<file path="src/rtl/multi_pulse_gen.sv">
// multi_pulse_gen: per-channel programmable-edge one-shot with optional retrigger and sticky missed-edge flag.
// Latency: pulse_out rises after the clock edge that samples the trigger edge (two cycles later with SYNC_EN=1).
// Backpressure: none; an edge during a running pulse either restarts it (retrig) or is dropped and sets missed.
//
// Ports:
//   clk, reset        clock (rising edge) and asynchronous active-high reset
//   trigger, enable   per-channel trigger input and channel enable
//   edge_mode         00 rise, 01 fall, 10 both, 11 rise; shared by all channels
//   pulse_len         pulse length in cycles (0 behaves as 1), captured at pulse start
//   retrig            edge during an active pulse reloads the length count
//   clear_missed      synchronous clear of all missed flags (a same-cycle set wins)
//   pulse_out, missed registered per-channel pulse and sticky dropped-edge flag
module multi_pulse_gen #(
    parameter int NUM_CH  = 4,
    parameter int LEN_W   = 8,
    parameter int SYNC_EN = 1
) (
    input  logic              clk,
    input  logic              reset,
    input  logic [NUM_CH-1:0] trigger,
    input  logic [NUM_CH-1:0] enable,
    input  logic [1:0]        edge_mode,
    input  logic [LEN_W-1:0]  pulse_len,
    input  logic              retrig,
    input  logic              clear_missed,
    output logic [NUM_CH-1:0] pulse_out,
    output logic [NUM_CH-1:0] missed
);

    typedef enum logic {
        IDLE   = 1'b0,
        ACTIVE = 1'b1
    } state_t;

    logic [NUM_CH-1:0] trig_s;
    logic [NUM_CH-1:0] trig_prev;
    logic [NUM_CH-1:0] rise;
    logic [NUM_CH-1:0] fall;
    logic [NUM_CH-1:0] edge_det;
    logic [LEN_W-1:0]  len_eff;

    generate
        if (SYNC_EN != 0) begin : g_sync
            logic [NUM_CH-1:0] sync_meta;
            logic [NUM_CH-1:0] sync_out;

            always_ff @(posedge clk or posedge reset) begin
                if (reset) begin
                    sync_meta <= '0;
                    sync_out  <= '0;
                end else begin
                    sync_meta <= trigger;
                    sync_out  <= sync_meta;
                end
            end

            assign trig_s = sync_out;
        end else begin : g_nosync
            assign trig_s = trigger;
        end
    endgenerate

    // prev keeps tracking even while a channel is disabled, so enabling a
    // channel whose trigger is already high does not look like an edge.
    // Resetting it to 0 makes a trigger held high through reset fire once.
    always_ff @(posedge clk or posedge reset) begin
        if (reset) begin
            trig_prev <= '0;
        end else begin
            trig_prev <= trig_s;
        end
    end

    assign rise = trig_s & ~trig_prev;
    assign fall = ~trig_s & trig_prev;

    always_comb begin
        case (edge_mode)
            2'b01:   edge_det = fall;
            2'b10:   edge_det = rise | fall;
            default: edge_det = rise;
        endcase
    end

    assign len_eff = (pulse_len == '0) ? LEN_W'(1) : pulse_len;

    generate
        for (genvar i = 0; i < NUM_CH; i++) begin : g_ch
            state_t           state_q;
            state_t           state_d;
            logic [LEN_W-1:0] cnt_q;
            logic [LEN_W-1:0] cnt_d;
            logic             missed_q;
            logic             missed_d;
            logic             drop;

            always_ff @(posedge clk or posedge reset) begin
                if (reset) begin
                    state_q  <= IDLE;
                    cnt_q    <= '0;
                    missed_q <= 1'b0;
                end else begin
                    state_q  <= state_d;
                    cnt_q    <= cnt_d;
                    missed_q <= missed_d;
                end
            end

            // cnt holds the number of high cycles still owed, counting the
            // current one; the pulse ends on the edge that sees cnt == 1.
            always_comb begin
                state_d  = state_q;
                cnt_d    = cnt_q;
                missed_d = missed_q;
                drop     = 1'b0;

                if (!enable[i]) begin
                    state_d = IDLE;
                    cnt_d   = '0;
                end else begin
                    case (state_q)
                        IDLE: begin
                            if (edge_det[i]) begin
                                state_d = ACTIVE;
                                cnt_d   = len_eff;
                            end
                        end
                        ACTIVE: begin
                            if (edge_det[i] && retrig) begin
                                cnt_d = len_eff;
                            end else begin
                                drop = edge_det[i];
                                if (cnt_q == LEN_W'(1)) begin
                                    state_d = IDLE;
                                    cnt_d   = '0;
                                end else begin
                                    cnt_d = cnt_q - LEN_W'(1);
                                end
                            end
                        end
                        default: begin
                            state_d = IDLE;
                            cnt_d   = '0;
                        end
                    endcase
                end

                if (drop) begin
                    missed_d = 1'b1;
                end else if (clear_missed) begin
                    missed_d = 1'b0;
                end
            end

            assign pulse_out[i] = (state_q == ACTIVE);
            assign missed[i]    = missed_q;
        end
    endgenerate

endmodule

</file>
<file path="config.mk">
export PLATFORM = sky130hd
export DESIGN_NAME = multi_pulse_gen
export DESIGN_NICKNAME = d
export VERILOG_FILES = /design/src/rtl/multi_pulse_gen.sv
export SDC_FILE = /design/constraint.sdc
export NUM_CORES = 1
export LEC_CHECK = 0
export ABC_AREA = 1
export BUFFER_PORTS_ARGS = -buffer_cell sky130_fd_sc_hd__buf_2
export CORE_MARGIN = 3
export CORE_UTILIZATION = 25
export CTS_CLUSTER_DIAMETER = 80
export DETAILED_ROUTE_END_ITERATION = 7
export HOLD_SLACK_MARGIN = 0.1
export PLACE_DENSITY_LB_ADDON = 0.08
export SYNTH_ARGS = -nofsm -noshare
export SYNTH_HDL_FRONTEND = slang
export SYNTH_SLANG_ARGS = --single-unit
</file>
<file path="constraint.sdc">
create_clock -name clk -period 2.1 [get_ports clk]
set_input_delay 0.315 -clock clk [delete_from_list [all_inputs] [get_ports clk]]
set_output_delay 0.315 -clock clk [all_outputs]
set_load 0.01 [all_outputs]
</file>
== Yosys cells after proc, flatten, opt, wreduce, memory -nomap -nowiden ==
Index checks and enable logic that the tools add are counted.

* $add $sub $neg: 4
* Eq/ne operators: 10
* Muxes and demuxes: 59
* Bitwise operators: 9
* Reductions and logical operators: 9

{| class="wikitable"
|+ Operators by type and width
! operator !! count
|-
| two-way mux 8 bit || 17
|-
| one-hot mux 8 bit (2 select lines) || 4
|-
| two-way mux 1 bit || 33
|-
| == test 8 x 1 -> 1 bit (second input constant) || 4
|-
| subtractor 8 x 1 -> 8 bit (second input constant) || 4
|-
| != test 3 bit (second input constant) || 4
|-
| bitwise AND 4 bit || 2
|-
| logical NOT 8 bit || 1
|-
| inverter 4 bit || 2
|-
| one-hot mux 1 bit (2 select lines) || 4
|-
| one-hot mux 4 bit (2 select lines) || 1
|-
| nonzero test 2 bit || 4
|-
| logical AND 1 bit || 4
|-
| inverter 1 bit || 4
|-
| bitwise OR 4 bit || 1
|-
| == test 2 x 1 -> 1 bit (second input constant) || 1
|-
| == test 2 bit (second input constant) || 1
|}

* Register bits after elaboration: 52
* Input bits: 22
* Output and inout port bits: 8

== Depth between registers and ports, before layout ==
Gate-level depths: netlist of the first run.

* Depth in word-level cells: 9
* Depth in mapped cells: 12

== Worst setup path after synthesis of the first run ==
No wires, ideal clock.

* Path type: in2reg
* Start point: input port edge_mode[0]
* End point: register g_ch[0].cnt_q[0]
* Library setup time: 0.116 ns
* Arrival time: 1.400 ns
* Slack: 0.583 ns
* Stages on the path: 11
* Path buffers: 1
* Path through: inv_1 -> ha_1 -> inv_2 -> or2_1 -> nand3_1 -> nand2_1 -> buf_6 -> nand2_1 -> o21ai_2 -> nand2_1 -> nand2_1

* Longest elaborated chain between the ends: 6
* Elaborated cells on any way between the ends: 8
* Those cells by class: eq/ne (3); mux (4); reduce/logical (1)

{| class="wikitable"
|+ RTL lines
! what !! line !! RTL
|-
| from (decl) || 22 || <nowiki>input logic [1:0] edge_mode,</nowiki>
|-
| == test 2 bit or == test 2 x 1 -> 1 bit (tied branches) || 78 || <nowiki>case (edge_mode)</nowiki>
|-
| one-hot mux 4 bit (2 select lines) * || 78 ||
|-
| logical AND 1 bit || 129 || <nowiki>if (edge_det[i] && retrig) begin</nowiki>
|-
| two-way mux 8 bit || 129 ||
|-
| one-hot mux 8 bit (2 select lines) || 121 || <nowiki>case (state_q)</nowiki>
|-
| two-way mux 8 bit || 117 || <nowiki>if (!enable[i]) begin</nowiki>
|-
| to (signal assigned) || 104 || <nowiki>cnt_q <= cnt_d;</nowiki>
|-
| to (decl) || 91 || <nowiki>logic [LEN_W-1:0] cnt_q;</nowiki>
|}

Every way passes the cells marked *; elsewhere a longest branch is shown, timed or not.
A chain may end at the register's enable or synchronous reset.

== Final worst setup path of the first run ==
* Start point: register g_sync.sync_out[0]
* End point: register g_ch[0].cnt_q[0]

* Longest elaborated chain between the ends: 8
* Elaborated cells on any way between the ends: 10
* Those cells by class: eq/ne (1); mux (4); bitwise (4); reduce/logical (1)

{| class="wikitable"
|+ RTL lines
! what !! line !! RTL
|-
| from (decl) || 45 || <nowiki>logic [NUM_CH-1:0] sync_out;</nowiki>
|-
| from (signal assigned) || 53 || <nowiki>sync_out <= sync_meta;</nowiki>
|-
| inverter 4 bit || 75 || <nowiki>assign fall = ~trig_s & trig_prev;</nowiki>
|-
| bitwise AND 4 bit || 75 ||
|-
| bitwise OR 4 bit || 80 || <nowiki>2'b10: edge_det = rise | fall;</nowiki>
|-
| one-hot mux 4 bit (2 select lines) * || 78 ||
|-
| logical AND 1 bit || 129 ||
|-
| two-way mux 8 bit || 129 ||
|-
| one-hot mux 8 bit (2 select lines) || 121 ||
|-
| two-way mux 8 bit || 117 ||
|}

Marks and branches as above.

==> flow_summary.toml, run 1 <==
[outcome]
outcome = "complete, no violations"

[hold_path]
min_path_cells = 1
timing.hold.worst.class = "input pin to flip-flop"

[global_route]
antenna_found_initial = 0
grt_use_total_pct = 13.6
grt_first_pass_wirelength_um = 15600
grt_max_degree = 29
via_count_of_the_first_global_routing_pass = 2984
grt-ovfl-total = 0

[route]
drc = 0
final_antenna_net_count = 0
vias = 2987
avgViaCountPerCell = 4.41
drt_first_iter_violations = 154
drt_pre_antenna_iters = 4
final_routed_wire_length_divided_by_cell_count_um = 14.0
routed_wl_um = 9510

[synthesis]
synth_ff_type = "dfrtp_1"
postSynthAreaPerCell_um2 = 7.18
synth_edf_count = 0
synth_async_sr_flop_share_pct = 100
ys.warnings.count = 0
post_synthesis_cell_count = 473
syn_nets = 513
count_leader_synth = "nand2_1"
sequential_cell_area_fraction_in_the_yosys_report_pct = 38.3
synth_common_cells = "nand2_1, inv_1, dfrtp_1"
synth_top_cell_by_area = "dfrtp_1"
yosysTopAreaCellShare_pct = 38.3
post_synth_num_cell_types = 28
yosys-top-cells-area = "dfrtp_1, nand2_1, inv_1"
ys_ff_latch = 52
synthesis.area_mm2 = 0.00340

[worst_setup_path]
critical_path.cell_chain = "ha_1 > inv_1 > nand2_1 > nand3_1 > nand3_1 > nand2_1 > o21ai_1 > inv_1 > nand2_1 > nand2_1"
critPathSlowestCell = "dfrtp_1"
critical_path_required_ns = 2.30
max_stage_delay_ns = 0.42
regToRegEndpoint = "g_ch[0].cnt_q[0]"
cp_top_family = "simple AND/OR/NAND/NOR gates"
critPathArrivalTime_ns = 1.93
critical_path_end_type = "flip-flop"
cp-startpoint = "g_sync.sync_out[0]"
worst_r2r_path_depth = 10
beginning_of_the_worst_register_to_register_path = "g_sync.sync_out[0]"
r2r_setup_slack_ns = 0.37
crit_type = "flip-flop to flip-flop"
startpoint_type_of_the_worst_setup_path = "flip-flop"
path_depth = 10
cp_num_buf_inv = 2
path_common_cell = "nand2_1"
cp_max_fo = 11
crit_end = "g_ch[0].cnt_q[0]"

[pwr]
power-per-cell-area_mw_per_mm2 = 830
total_power_mw = 3.24
ir_drop_v = 0.000343
total_leakage_power_nw = 2.10

[sta]
setup_repair_after_global_routing_missed_its_margin = "no"
timing.final.max_slew_violations = 0
achievable-frequency_mhz = 578
period_minus_slack_ns = 1.73
skew_ns = 0.00664
final_count_of_negative_setup_slack_endpoints = 0
max_slew.worst_pin.slew_ns = 0.514
finalCritPeriodShare_pct = 82.4
max-slew-margin-rel_pct = 65.7
setup_slack_ns = 0.370
totalNegativeSetupSlack_ns = 0
hold_violation_total_from_the_final_report = 0

[floorplan]
floorplan.initialDensity_pct = 26.3
io_pins = 30
floorplan.die_area_mm2 = 0.0150
dieHeight_um = 123
floorplan.rows = 41
core_region_area_mm2 = 0.0129
die-width_um = 123

[clock_network]
cts_setup_buffers = 0
clock_sinks = 52
tritoncts = "done"
clk_latency_ns = 0.31
cts.htree.levels = 2
clock-root-buffer = "clkbuf_16"
cts.clk_slew.worst_paths_ns = 0.08
clockBufferDepth = 2
cts_buf_count = 5

[layout]
final_layout_size_suffix_gt1_share_pct = 11.7
design.final.nets = 545
diodes = 0
fillers = 1439
syn2layout_area_growth_pct = 14.9

[place]
io_buffer_count = 29
dp.final_hpwl_um = 7170
globalplace.congestion = 0.787
dpl_worst_slack_ns = 0.167

[job]
cap_violations = 0
kinds of logic (layout without fill, tap and decap cells):
group	after synthesis	in the layout	synth area share, %
AO/OA/AOI/OAI	56	56	10.6
flip-flops	52	52	38.3
adder cells (fa/ha/maj)	18	18	6.63
AND/OR/NAND/NOR	256	256	31.3
buffers and inverters	82	115	10.9
XOR/XNOR	9	9	2.32
per-stage QoR:
stage	instance area (um2)	util, %	hold WS, ns	instances
final	3900	30.2	0.113	678
after CTS	3900	30.2	0.101	678
after detailed placement	3700	28.6	0.255	666
after global placement	3700	28.6	0.244	666
after floorplan	3400	-	0.331	473
after global routing	3900	30.2	0.101	678
cell type report:
cell class,instances,area [um2],area share [%]
well taps,172,215,5.51
flip-flops and latches,52,1300,33.3
clock inverters,3,42.5,1.09
inverters,70,264,6.76
repair buffers,37,228,5.83
multi-input cells,339,1730,44.3
clock buffers,5,125,3.21
cells in the final DEF (no fill, tap or decap), drive strengths merged, types with 3 or more instances in the layout:
| cell | instances |
|---|---|
| o21bai | 6 |
| inv | 69 |
| nand2 | 176 |
| nand3 | 37 |
| or2 | 4 |
| nand4 | 6 |
| o21ai | 40 |
| dlygate4sd3 | 4 |
| xor2 | 6 |
| xnor2 | 3 |
| a21oi | 4 |
| dfrtp | 52 |
| buf | 33 |
| nor2 | 31 |
| ha | 18 |
| clkbuf | 5 |
power breakdown:
group	internal, mW	switching (mW)
combinational	0.366	0.647
sequential	1.12	0.122
clock	0.562	0.428
sequential cells by signal, summed over array words and instances, names as in the netlist:
name	cells
g_ch.cnt_q	32
g_ch.missed_q	4
g_ch.state_q	4
g_sync.sync_meta	4
g_sync.sync_out	4
trig_prev	4
routing by layer:
layer	vias up	part of all wire [%]	GRT usage (%)
met5	-	0	0
met2	63	45	21.6
li1	1533	-	-
met4	0	2.0	5.67
met3	14	3.4	2.53
met1	1377	49	18.1
repair_timing:
item                                   4_1_cts  5_1_grt
resized for setup                            0        0
endpoints found under the hold margin       10        0
hold buffers                                 4        0
worst min path at each step:
| stage | to | slack (ns) | startpoint |
|---|---|---|---|
| after floorplan | g_sync.sync_out[0] | 0.33 | g_sync.sync_meta[0] |
| after global placement | g_ch[1].cnt_q[7] | 0.24 | reset |
| after detailed placement | g_ch[1].cnt_q[7] | 0.26 | reset |
| after CTS | g_sync.sync_meta[0] | 0.10 | trigger[0] |
| after global routing | g_sync.sync_meta[0] | 0.10 | trigger[0] |
| final | g_sync.sync_meta[0] | 0.11 | trigger[0] |
(Power assumes the default switching activity.)
==> inputs of run 2 (changes only) <==
- ABC_AREA: 1 -> 0
- clock period: 2.1 -> 1.73 ns (I/O delays scaled with it)
==> run 2 against run 1 <==
Net effect:
- the run now ends with setup timing left
- wire length increased by 10%
- non-clock buffer count increased by 95
- clock power increased by 26%
- global-route usage increased by 1.2 points
- sequential share of layout area decreased by 7.6 points
- critical path type unchanged
==> flow_summary.toml, run 2 <==
[synthesis]
post_synthesis_cell_count = 347
synth_top_family_by_area = "compound AO/OA/AOI/OAI gates"
synth_edf_count = 0
post_synth_num_cell_types = 62
synth_ff_type = "dfrtp_1"
synthAdderAreaFrac_pct = 6.95
synth.area.mux_share_pct = 5.91
synth_common_cells = "dfrtp_1, inv_1, nand2_1"
yosysTopAreaCellShare_pct = 40.2
yosys-top-cells-area = "dfrtp_1, ha_1, mux2i_1"
synth_compound_area_share_pct = 19.6
synthesis.area_mm2 = 0.00324
synth_top_cell_by_area = "dfrtp_1"
synth-xor-area-share_pct = 0.811
syn_nets = 387
count_leader_synth = "dfrtp_1"
postSynthAreaPerCell_um2 = 9.34
ys_ff_latch = 52
synth_async_sr_flop_share_pct = 100
sequential_cell_area_fraction_in_the_yosys_report_pct = 40.2
synth_area_in_simple_gates_pct = 19.5
ys.warnings.count = 0

[worst_setup_path]
critPathArrivalTime_ns = 2.20
crit_type = "flip-flop to flip-flop"
cp_top_family = "simple AND/OR/NAND/NOR gates"
startpoint_type_of_the_worst_setup_path = "flip-flop"
critPathSlowestCell = "or4b_4"
max_stage_delay_ns = 0.45
beginning_of_the_worst_register_to_register_path = "g_ch[3].cnt_q[1]"
regToRegEndpoint = "g_ch[3].cnt_q[4]"
r2r_setup_slack_ns = -0.29
critical_path.cell_chain = "inv_2 > ha_4 > or4b_4 > o21ai_2 > a21bo_4 > inv_4 > a32o_1 > or3_1"
cp_max_fo = 5
cp_num_buf_inv = 2
critical_path_end_type = "flip-flop"
critical_path_required_ns = 1.91
worst_r2r_path_depth = 8

[clock_network]
cts.clk_slew.worst_paths_ns = 0.07
clock_sinks = 52
clk_latency_ns = 0.30
clockBufferDepth = 2
clock-root-buffer = "clkbuf_16"
cts_buf_count = 5
tritoncts = "done"
cts.htree.levels = 2

[layout]
largest_register_ffs = 32
layout_commonest_cell = "buf_4"
final_layout_size_suffix_gt1_share_pct = 45.6
syn2layout_area_growth_pct = 56.2
diodes = 0
fin_util_pct = 41.1
design_area_mm2 = 0.00506
fillers = 1229
finish.cell_count_without_fillers = 640
mostFrequentLayoutCells = "buf_4, dfrtp_1, buf_2"
registers.top_by_ff_count = "g_ch.cnt_q"
design.final.nets = 511

[floorplan]
io_pins = 30
floorplan.die_area_mm2 = 0.0144
core_region_area_mm2 = 0.0123
floorplan.initialDensity_pct = 26.3
dieHeight_um = 120
die-width_um = 120
floorplan.rows = 40

[global_route]
grt_use_total_pct = 14.7
most_heavily_used_metal_layer_in_global_routing = "met2"
via_count_of_the_first_global_routing_pass = 3085
grt_first_pass_wirelength_um = 16500
gr_layer_usage_met2_pct = 22.9
use_met1_pct = 20.8
grt-ovfl-total = 0
antenna_found_initial = 0
grt_max_degree = 53
gr-usage-met3_pct = 2.87

[sta]
max-slew-margin-rel_pct = 68.4
setup_slack_ns = -0.291
timing.final.max_slew_violations = 0
skew_ns = 0.00643
achievable-frequency_mhz = 495
period_minus_slack_ns = 2.02
hold_violation_total_from_the_final_report = 0
max_slew.worst_pin.slew_ns = 0.470
setup_repair_after_global_routing_missed_its_margin = "yes"
finalCritPeriodShare_pct = 117
final_count_of_negative_setup_slack_endpoints = 26

[hold_path]
hold_path_startpoint = "clear_missed"
min_path_cells = 2
timing.hold.worst.class = "input pin to flip-flop"
worst_hold_path.endpoint = "g_ch[1].missed_q"

[pwr]
total_power_mw = 4.86
power-per-cell-area_mw_per_mm2 = 961
ir_drop_v = 0.000534
total_leakage_power_nw = 2.34

[route]
vias = 3078
avgViaCountPerCell = 4.81
drt_pre_antenna_iters = 4
drt_first_iter_violations = 158
drc = 0
final_antenna_net_count = 0
final_routed_wire_length_divided_by_cell_count_um = 16.4
routed_wl_um = 10500

[outcome]
violated_checks = "setup timing"
outcome = "finished, violations left"

[place]
placement.cell_area_mm2 = 0.00424
place.detailed.instances = 614
dp.final_hpwl_um = 7430
globalplace.congestion = 0.830
io_buffer_count = 29

[job]
cap_violations = 0
==> run 2: cell types whose count changed after synthesis, moves of 11 or more <==
cell	before	now
mux2i_1	0	18
nand2_1	173	28
nor3_1	0	12
a21oi_1	2	13
o21ai_1	18	0
nor2_1	30	19
nand3_1	34	8
inv_1	67	35
==> run 2: logic make-up after synthesis <==
| group | after synthesis |
|---|---|
| and+or+nand+nor | 117 |
| adders and majority gates | 18 |
| xor gates and xnor gates | 3 |
| buffers and inverters | 51 |
| DFF | 52 |
| AOI/OAI and AO/OA | 87 |
| muxes | 19 |
==> run 2: area by class of cell <==
class / instances / area [um2] / share of cell area, %
clock inverter: 1 / 30.0 / 0.593
multi-input combinational: 244 / 2190 / 43.3
clock buffer: 7 / 153 / 3.02
inverter: 36 / 138 / 2.72
sequential: 52 / 1300 / 25.7
timing repair buffer: 132 / 1040 / 20.5
tap: 168 / 210 / 4.15
==> run 2: routing by layer <==
| metal | wire length, um | share of wire (%) |
|---|---|---|
| met5 | 0 | 0 |
| met4 | 231 | 2.2 |
| met3 | 327 | 3.1 |
| met2 | 4750 | 45 |
| met1 | 5170 | 49 |
==> run 2: timing repair <==
| item | in CTS | in global routing |
|---|---|---|
| pin swaps | 21 | 28 |
| endpoints found under the setup margin | 31 | 32 |
| endpoints found under the hold margin | 56 | 0 |
| buffers inserted | 8 | 7 |
| hold buffers | 5 | 0 |
| resized for setup | 54 | 60 |
==> run 2: stage by stage <==
step                      hold WS (ns)  TNS [ns]  setup slack [ns]
after global placement           0.336     -8.73            -0.379
after global routing             0.169     -4.50            -0.375
final                            0.168     -1.99            -0.291
after detailed placement         0.335     -8.55            -0.389
after CTS                        0.167     -1.21            -0.309
after floorplan                  0.291    -0.429            -0.256
==> run 2: worst max path at each step <==
stage | from | end | depth (start not counted)
floorplan | g_ch[3].cnt_q[1] | g_ch[3].cnt_q[4] | 8
finish | g_ch[3].cnt_q[1] | g_ch[3].cnt_q[4] | 8
global route | g_ch[3].cnt_q[1] | g_ch[3].cnt_q[4] | 8
CTS | g_ch[3].cnt_q[1] | g_ch[3].cnt_q[4] | 8
global placement | edge_mode[1] | g_ch[1].cnt_q[6] | 10
detailed placement | edge_mode[0] | g_ch[0].cnt_q[2] | 9
==> run 2: worst register-to-register path, stage by stage (launching register included) <==
cell,delay [ns]
dfrtp_1,0.39
inv_2,0.07
ha_4,0.11
or4b_4,0.45
o21ai_2,0.13
a21bo_4,0.17
inv_4,0.03
a32o_1,0.23
or3_1,0.30
==> run 2: report_power, final <==
group | internal (mW) | total (mW) | switching (mW)
Combinational | 1.08 | 2.10 | 1.01
Sequential | 1.37 | 1.52 | 0.141
Clock | 0.764 | 1.25 | 0.487
Total | 3.22 | 4.86 | 1.64
